<file path="src/rtl/psg_bus_scheduler.sv">
// Purpose : two-port round-robin scheduler that serialises register accesses onto a PSG bus.
// Latency : address phase (PULSE_LEN + GAP_LEN) is skipped on an address-cache hit; data phase is PULSE_LEN + GAP_LEN;
//           read data appears on the first cycle after the read pulse.
// Backpr. : READY is offered only in IDLE; a requester holds VALID until it sees READY on a rising edge.
//
// Ports
//   CLK, RESET              rising-edge clock, synchronous active-high reset
//   REQn_VALID/READY        request handshake (port 0 = CPU, port 1 = player)
//   REQn_WE/ADDR/WDATA      access type, PSG register number, write data
//   RSPn_VALID, RSP_DATA    one-cycle read-data strobe to the owning port, shared data bus
//   PSG_BDIR/BC/DI, PSG_DO  PSG bus control, data to PSG, data from PSG
//   BUSY                    high whenever an access is in progress
module psg_bus_scheduler #(
   parameter int unsigned PULSE_LEN = 2,
   parameter int unsigned GAP_LEN   = 2
) (
   input  logic       CLK,
   input  logic       RESET,
   input  logic       REQ0_VALID,
   output logic       REQ0_READY,
   input  logic       REQ0_WE,
   input  logic [3:0] REQ0_ADDR,
   input  logic [7:0] REQ0_WDATA,
   input  logic       REQ1_VALID,
   output logic       REQ1_READY,
   input  logic       REQ1_WE,
   input  logic [3:0] REQ1_ADDR,
   input  logic [7:0] REQ1_WDATA,
   output logic       RSP0_VALID,
   output logic       RSP1_VALID,
   output logic [7:0] RSP_DATA,
   output logic       PSG_BDIR,
   output logic       PSG_BC,
   output logic [7:0] PSG_DI,
   input  logic [7:0] PSG_DO,
   output logic       BUSY
);

   localparam logic [3:0] PULSE_LD = 4'(PULSE_LEN - 1);
   localparam logic [3:0] GAP_LD   = 4'(GAP_LEN - 1);

   typedef enum logic [2:0] {
      IDLE     = 3'd0,
      ADDR_HI  = 3'd1,
      ADDR_GAP = 3'd2,
      DATA_HI  = 3'd3,
      RD_HI    = 3'd4,
      DATA_GAP = 3'd5
   } state_t;

   state_t     state;
   state_t     state_nxt;
   logic [3:0] cnt;
   logic [3:0] cnt_nxt;

   // latched transaction
   logic       cur_port;
   logic       cur_we;
   logic [3:0] cur_addr;
   logic [7:0] cur_wdata;

   // PSG keeps its latched register address, so a repeat access to the
   // same register can skip the address phase
   logic       cache_vld;
   logic [3:0] cache_addr;

   logic       last_grant;
   logic [7:0] di_q;
   logic [7:0] rsp_data_q;
   logic       rsp0_q;
   logic       rsp1_q;

   logic       grant0;
   logic       grant1;
   logic       accept;
   logic       sel_we;
   logic [3:0] sel_addr;
   logic [7:0] sel_wdata;
   logic       addr_hit;
   logic       phase_done;
   logic       bdir_st;
   logic       bc_st;

   // ---------------------------------------------------------------
   // Arbitration and request select
   // ---------------------------------------------------------------
   always_comb begin
      // last_grant = 1 means port 1 was served last, so port 0 wins a tie
      grant0     = REQ0_VALID & (~REQ1_VALID | last_grant);
      grant1     = REQ1_VALID & (~REQ0_VALID | ~last_grant);
      sel_we     = grant0 ? REQ0_WE    : REQ1_WE;
      sel_addr   = grant0 ? REQ0_ADDR  : REQ1_ADDR;
      sel_wdata  = grant0 ? REQ0_WDATA : REQ1_WDATA;
      accept     = (state == IDLE) & (grant0 | grant1) & ~RESET;
      addr_hit   = cache_vld & (cache_addr == sel_addr);
      phase_done = (cnt == 4'd0);
   end

   // ---------------------------------------------------------------
   // Next-state and bus-control decode
   // ---------------------------------------------------------------
   always_comb begin
      state_nxt = state;
      cnt_nxt   = phase_done ? cnt : cnt - 4'd1;
      bdir_st   = 1'b0;
      bc_st     = 1'b0;

      case (state)
         IDLE: begin
            if (accept) begin
               cnt_nxt = PULSE_LD;
               if (!addr_hit)
                  state_nxt = ADDR_HI;
               else if (sel_we)
                  state_nxt = DATA_HI;
               else
                  state_nxt = RD_HI;
            end
         end
         ADDR_HI: begin
            bdir_st = 1'b1;
            bc_st   = 1'b1;
            if (phase_done) begin
               state_nxt = ADDR_GAP;
               cnt_nxt   = GAP_LD;
            end
         end
         ADDR_GAP: begin
            if (phase_done) begin
               state_nxt = cur_we ? DATA_HI : RD_HI;
               cnt_nxt   = PULSE_LD;
            end
         end
         DATA_HI: begin
            bdir_st = 1'b1;
            if (phase_done) begin
               state_nxt = DATA_GAP;
               cnt_nxt   = GAP_LD;
            end
         end
         RD_HI: begin
            bc_st = 1'b1;
            if (phase_done) begin
               state_nxt = DATA_GAP;
               cnt_nxt   = GAP_LD;
            end
         end
         DATA_GAP: begin
            if (phase_done)
               state_nxt = IDLE;
         end
         default: begin
            state_nxt = IDLE;
            cnt_nxt   = 4'd0;
         end
      endcase
   end

   // ---------------------------------------------------------------
   // State, transaction latch, cache, data registers
   // ---------------------------------------------------------------
   always_ff @(posedge CLK) begin
      if (RESET) begin
         state      <= IDLE;
         cnt        <= 4'd0;
         cur_port   <= 1'b0;
         cur_we     <= 1'b0;
         cur_addr   <= 4'd0;
         cur_wdata  <= 8'd0;
         cache_vld  <= 1'b0;
         cache_addr <= 4'd0;
         last_grant <= 1'b1;
         di_q       <= 8'd0;
         rsp_data_q <= 8'd0;
         rsp0_q     <= 1'b0;
         rsp1_q     <= 1'b0;
      end else begin
         state  <= state_nxt;
         cnt    <= cnt_nxt;
         rsp0_q <= (state == RD_HI) & phase_done & ~cur_port;
         rsp1_q <= (state == RD_HI) & phase_done &  cur_port;

         if (accept) begin
            cur_port   <= grant1;
            last_grant <= grant1;
            cur_we     <= sel_we;
            cur_addr   <= sel_addr;
            cur_wdata  <= sel_wdata;
            // DI is loaded one edge ahead so it is stable for the whole pulse
            if (!addr_hit)
               di_q <= {4'b0000, sel_addr};
            else if (sel_we)
               di_q <= sel_wdata;
         end

         if ((state == ADDR_HI) && phase_done) begin
            cache_vld  <= 1'b1;
            cache_addr <= cur_addr;
         end

         if ((state == ADDR_GAP) && phase_done && cur_we)
            di_q <= cur_wdata;

         if ((state == RD_HI) && phase_done)
            rsp_data_q <= PSG_DO;
      end
   end

   // Combinational outputs are masked during RESET so nothing drives the
   // bus or handshakes while the block is being reset.
   assign REQ0_READY = accept & grant0;
   assign REQ1_READY = accept & grant1;
   assign PSG_BDIR   = bdir_st & ~RESET;
   assign PSG_BC     = bc_st & ~RESET;
   assign BUSY       = (state != IDLE) & ~RESET;
   assign PSG_DI     = di_q;
   assign RSP0_VALID = rsp0_q;
   assign RSP1_VALID = rsp1_q;
   assign RSP_DATA   = rsp_data_q;

endmodule
</file>
<file path="config.mk">
export PLATFORM = sky130hd
export DESIGN_NAME = psg_bus_scheduler
export DESIGN_NICKNAME = d
export VERILOG_FILES = /design/src/rtl/psg_bus_scheduler.sv
export SDC_FILE = /design/constraint.sdc
export NUM_CORES = 1
export LEC_CHECK = 0
export CAP_MARGIN = 20
export CORE_MARGIN = 3
export CORE_UTILIZATION = 51
export CTS_BUF_LIST = sky130_fd_sc_hd__clkbuf_4
export DETAILED_ROUTE_END_ITERATION = 8
export GPL_TIMING_DRIVEN = 0
export HOLD_SLACK_MARGIN = 0.1
export PLACE_DENSITY = 0.79
export SETUP_SLACK_MARGIN = 0.1
export SYNTH_ARGS = -nofsm -noshare
export SYNTH_HDL_FRONTEND = slang
export SYNTH_SLANG_ARGS = --single-unit
</file>
<file path="constraint.sdc">
create_clock -name CLK -period 2.25 [get_ports CLK]
set_clock_uncertainty 0.1 [all_clocks]
set_input_delay 0.225 -clock CLK [delete_from_list [all_inputs] [get_ports CLK]]
set_output_delay 0.225 -clock CLK [all_outputs]
set_load 0.05 [all_outputs]
</file>
==> impl_metrics.json <==
{
  "first_global_vias": 2234,
  "netlist_top_cells_area": "dfxtp_1, mux2i_1, nor2_1, a211oi_1, nand2_1",
  "cts.clk_slew.worst_paths_ns": 0.14,
  "slowest_delay_ns": 0.43,
  "setup.worst_path.start": "state[1]",
  "crit_path_frequent_cell": "buf_8",
  "grt_pass1_wl_um": 10700,
  "cts_tree": "yes",
  "via_count": 2382,
  "critPathRequiredTime_ns": 1.92,
  "r2r_start": "cnt[0]",
  "worstPathCellList": "or2_4 -> or4_4 -> buf_8 -> buf_8 -> nor2_4 -> buf_8",
  "via_per_inst": 5.81,
  "dr.pass1.iters": 5,
  "hpwl_um": 4830,
  "cts_made_buffers": 5,
  "clock_path_buffers": 2,
  "overflow": 0,
  "min_from": "cur_port",
  "synthTopCellsByCount": "dfxtp_1, nor2_1, mux2i_1",
  "netlist_area_um2": 2420,
  "tightest_slew_ns": 0.550,
  "path_buf_inv": 3,
  "crit_end": "REQ0_READY",
  "crit_type": "flop to primary output",
  "die_w_um": 74.9,
  "stdcell_count": 410,
  "timing.final.max_slew_violations": 0,
  "dieHeight_um": 74.9,
  "cts_hold_buffers": 0,
  "wl_per_cell_um": 16.4,
  "hold_viol": 0,
  "r2r-end": "cnt[0]",
  "gp_congestion": 0.866,
  "arrival_ns": 1.89,
  "rr_worst_depth": 11,
  "totalWireLength_um": 6720,
  "clock_latency_ns": 0.37,
  "die-area_um2": 5610,
  "yosysTopAreaCellShare_pct": 37.2,
  "num-fill-cells": 331,
  "core_um2": 4470,
  "drc": 0,
  "dp_cells": 395,
  "post-synth-top-area-cell": "dfxtp_1",
  "area_growth_syn_to_layout_pct": 38.3,
  "max_cap_violations": 0,
  "cp_slowest_cell": "or4_4",
  "hold_slack_ns": 0.339,
  "synth_edf_count": 0,
  "setup_viol": 0,
  "antenna_cells": 0,
  "peakVddDrop_mv": 0.393,
  "synth_warnings": 0,
  "root_buffer": "clkbuf_4",
  "yosysUniqueCellTypes": 53,
  "path_depth": 6,
  "total_power_mw": 2.49,
  "yosysMostFrequentCell": "dfxtp_1",
  "cp_max_fo": 2,
  "ys_seq_area_share_pct": 37.2,
  "min_path_type": "flop to flop",
  "multi_input_area_um2": 1500,
  "start_util_pct": 54.1,
  "power.density_nw_per_um2": 745,
  "synth_seq_cells": 45,
  "antenna_found_initial": 0,
  "setup_tns_ns": 0,
  "crit_path_end_kind": "primary output",
  "finalCriticalPeriod_ns": 2.21,
  "rrSetupSlack_ns": 0.11,
  "nNetsFinal": 398,
  "postRouteAntennaNets": 0,
  "period_share_pct": 98.3,
  "ys.flop_type": "dfxtp_1",
  "relSlewSlack_pct": 63.4,
  "fin_ws_ns": 0.0386,
  "status": "finished clean",
  "grt.total_usage_pct": 25.1,
  "place_ws_ns": -0.913,
  "io_pins": 61,
  "startpoint_type": "flop",
  "critPathTopFamily": "simple AND/OR/NAND/NOR gates",
  "fmax_mhz": 452,
  "p_leak_nw": 1.37,
  "drtIter0Drc": 119,
  "synth_fp_nets": 323,
  "htree_levels": 2,
  "rsz0062_at_grt": "true",
  "row_count": 24,
  "regArea_um2": 908,
  "synthArstFlopShare_pct": 0,
  "drive_gt1_share_pct": 18.4,
  "cts.sinks": 45,
  "io_buffers": 60,
  "grt_max_degree": 13,
  "avgSynthCellArea_um2": 8.56,
  "netlist_instances": 283
}
## sequential cells by signal, summed over array words and instances, names as in the netlist
signal	count
PSG_DI	8
cur_port	1
cnt	4
RSP1_VALID	1
cur_addr	4
cur_wdata	8
cache_vld	1
cur_we	1
state	3
cache_addr	4
RSP_DATA	8
last_grant	1
RSP0_VALID	1
## area by class of cell
class,instances,share of cell area (%)
Inverter,8,0.897
Clock inverter,1,0.112
Multi-Input combinational cell,211,44.8
Buffer,18,3.88
Timing Repair Buffer,69,19.9
Tap cell,52,1.94
Clock buffer,6,1.34
Sequential cell,45,27.1
## worst min path at each step
stage               cells past startpoint          end  slack (ns)
floorplan                               2  RSP_DATA[0]        0.27
global placement                        1   RSP0_VALID        0.31
detailed placement                      1   RSP0_VALID        0.33
CTS                                     1   RSP0_VALID        0.34
global route                            3  RSP_DATA[4]        0.35
finish                                  1   RSP0_VALID        0.34
## routing by layer
metal / part of all wire [%] / track usage (%) / wire length (um) / vias to the layer above
li1: - / - / - / 1159
met1: 44 / 32.9 / 2960 / 1117
met2: 49 / 41.1 / 3270 / 93
met3: 5.5 / 5.87 / 370 / 13
met4: 1.9 / 7.31 / 128 / 0
met5: 0 / 0 / 0 / -
## per-stage QoR
stage / util (%) / cell area [um^2]
final: 74.9 / 3350
after global routing: 74.9 / 3350
after floorplan: - / 2430
after CTS: 72.9 / 3260
after global placement: 69.2 / 3090
after detailed placement: 69.2 / 3090
## layout by cell type, fill, tap and decap left out, types with 3 or more instances in the layout
master and n:
buf_2 6, inv_1 7, a211oi_1 13, dfxtp_1 41, mux2i_1 26, nand2_1 25
o211ai_1 5, nor3_1 4, buf_4 12, clkbuf_1 4, dfxtp_2 3, clkdlybuf4s50_1 53
a31oi_1 8, nand2b_1 3, xnor2_1 5, a21oi_1 12, o21ai_0 7, clkbuf_4 9
nand3_1 5, nand4_1 3, nor2b_1 5, buf_8 5, nor2_1 39, or3_1 5
## cell families (layout without fill, tap and decap cells)
logic type               count (synthesis)  after routing  share of synthesized area, %
XOR/XNOR                                 7              7                          2.53
flip-flops                              45             45                          37.2
AND/OR/NAND/NOR                        108            108                          22.4
buffers and inverters                   27            102                          4.75
multiplexers                            32             32                          14.4
adder cells (fa/ha/maj)                  2              2                          1.03
AO/OA/AOI/OAI                           62             62                          17.7
## report_power, final
group	internal (mW)	switching (mW)
registers	0.901	0.0812
clock network	0.126	0.251
logic	0.507	0.628
total	1.53	0.960
## worst reg2reg max path: cells and delay by family (launching register included)
family	cells	cell delay, ns
compound gates	2	0.47
buf+inv	4	0.37
simple gates	2	0.19
flops	1	0.37
mux	1	0.06
fa+ha+maj	2	0.49
## repair_timing
action                                  4_1_cts  5_1_grt
gates resized for setup                      53       27
pin swaps                                     2        3
hold endpoints to repair                      0        0
endpoints found under the setup margin       24       24
setup buffers                                 6        3
Power figures use the tool's default switching activity.
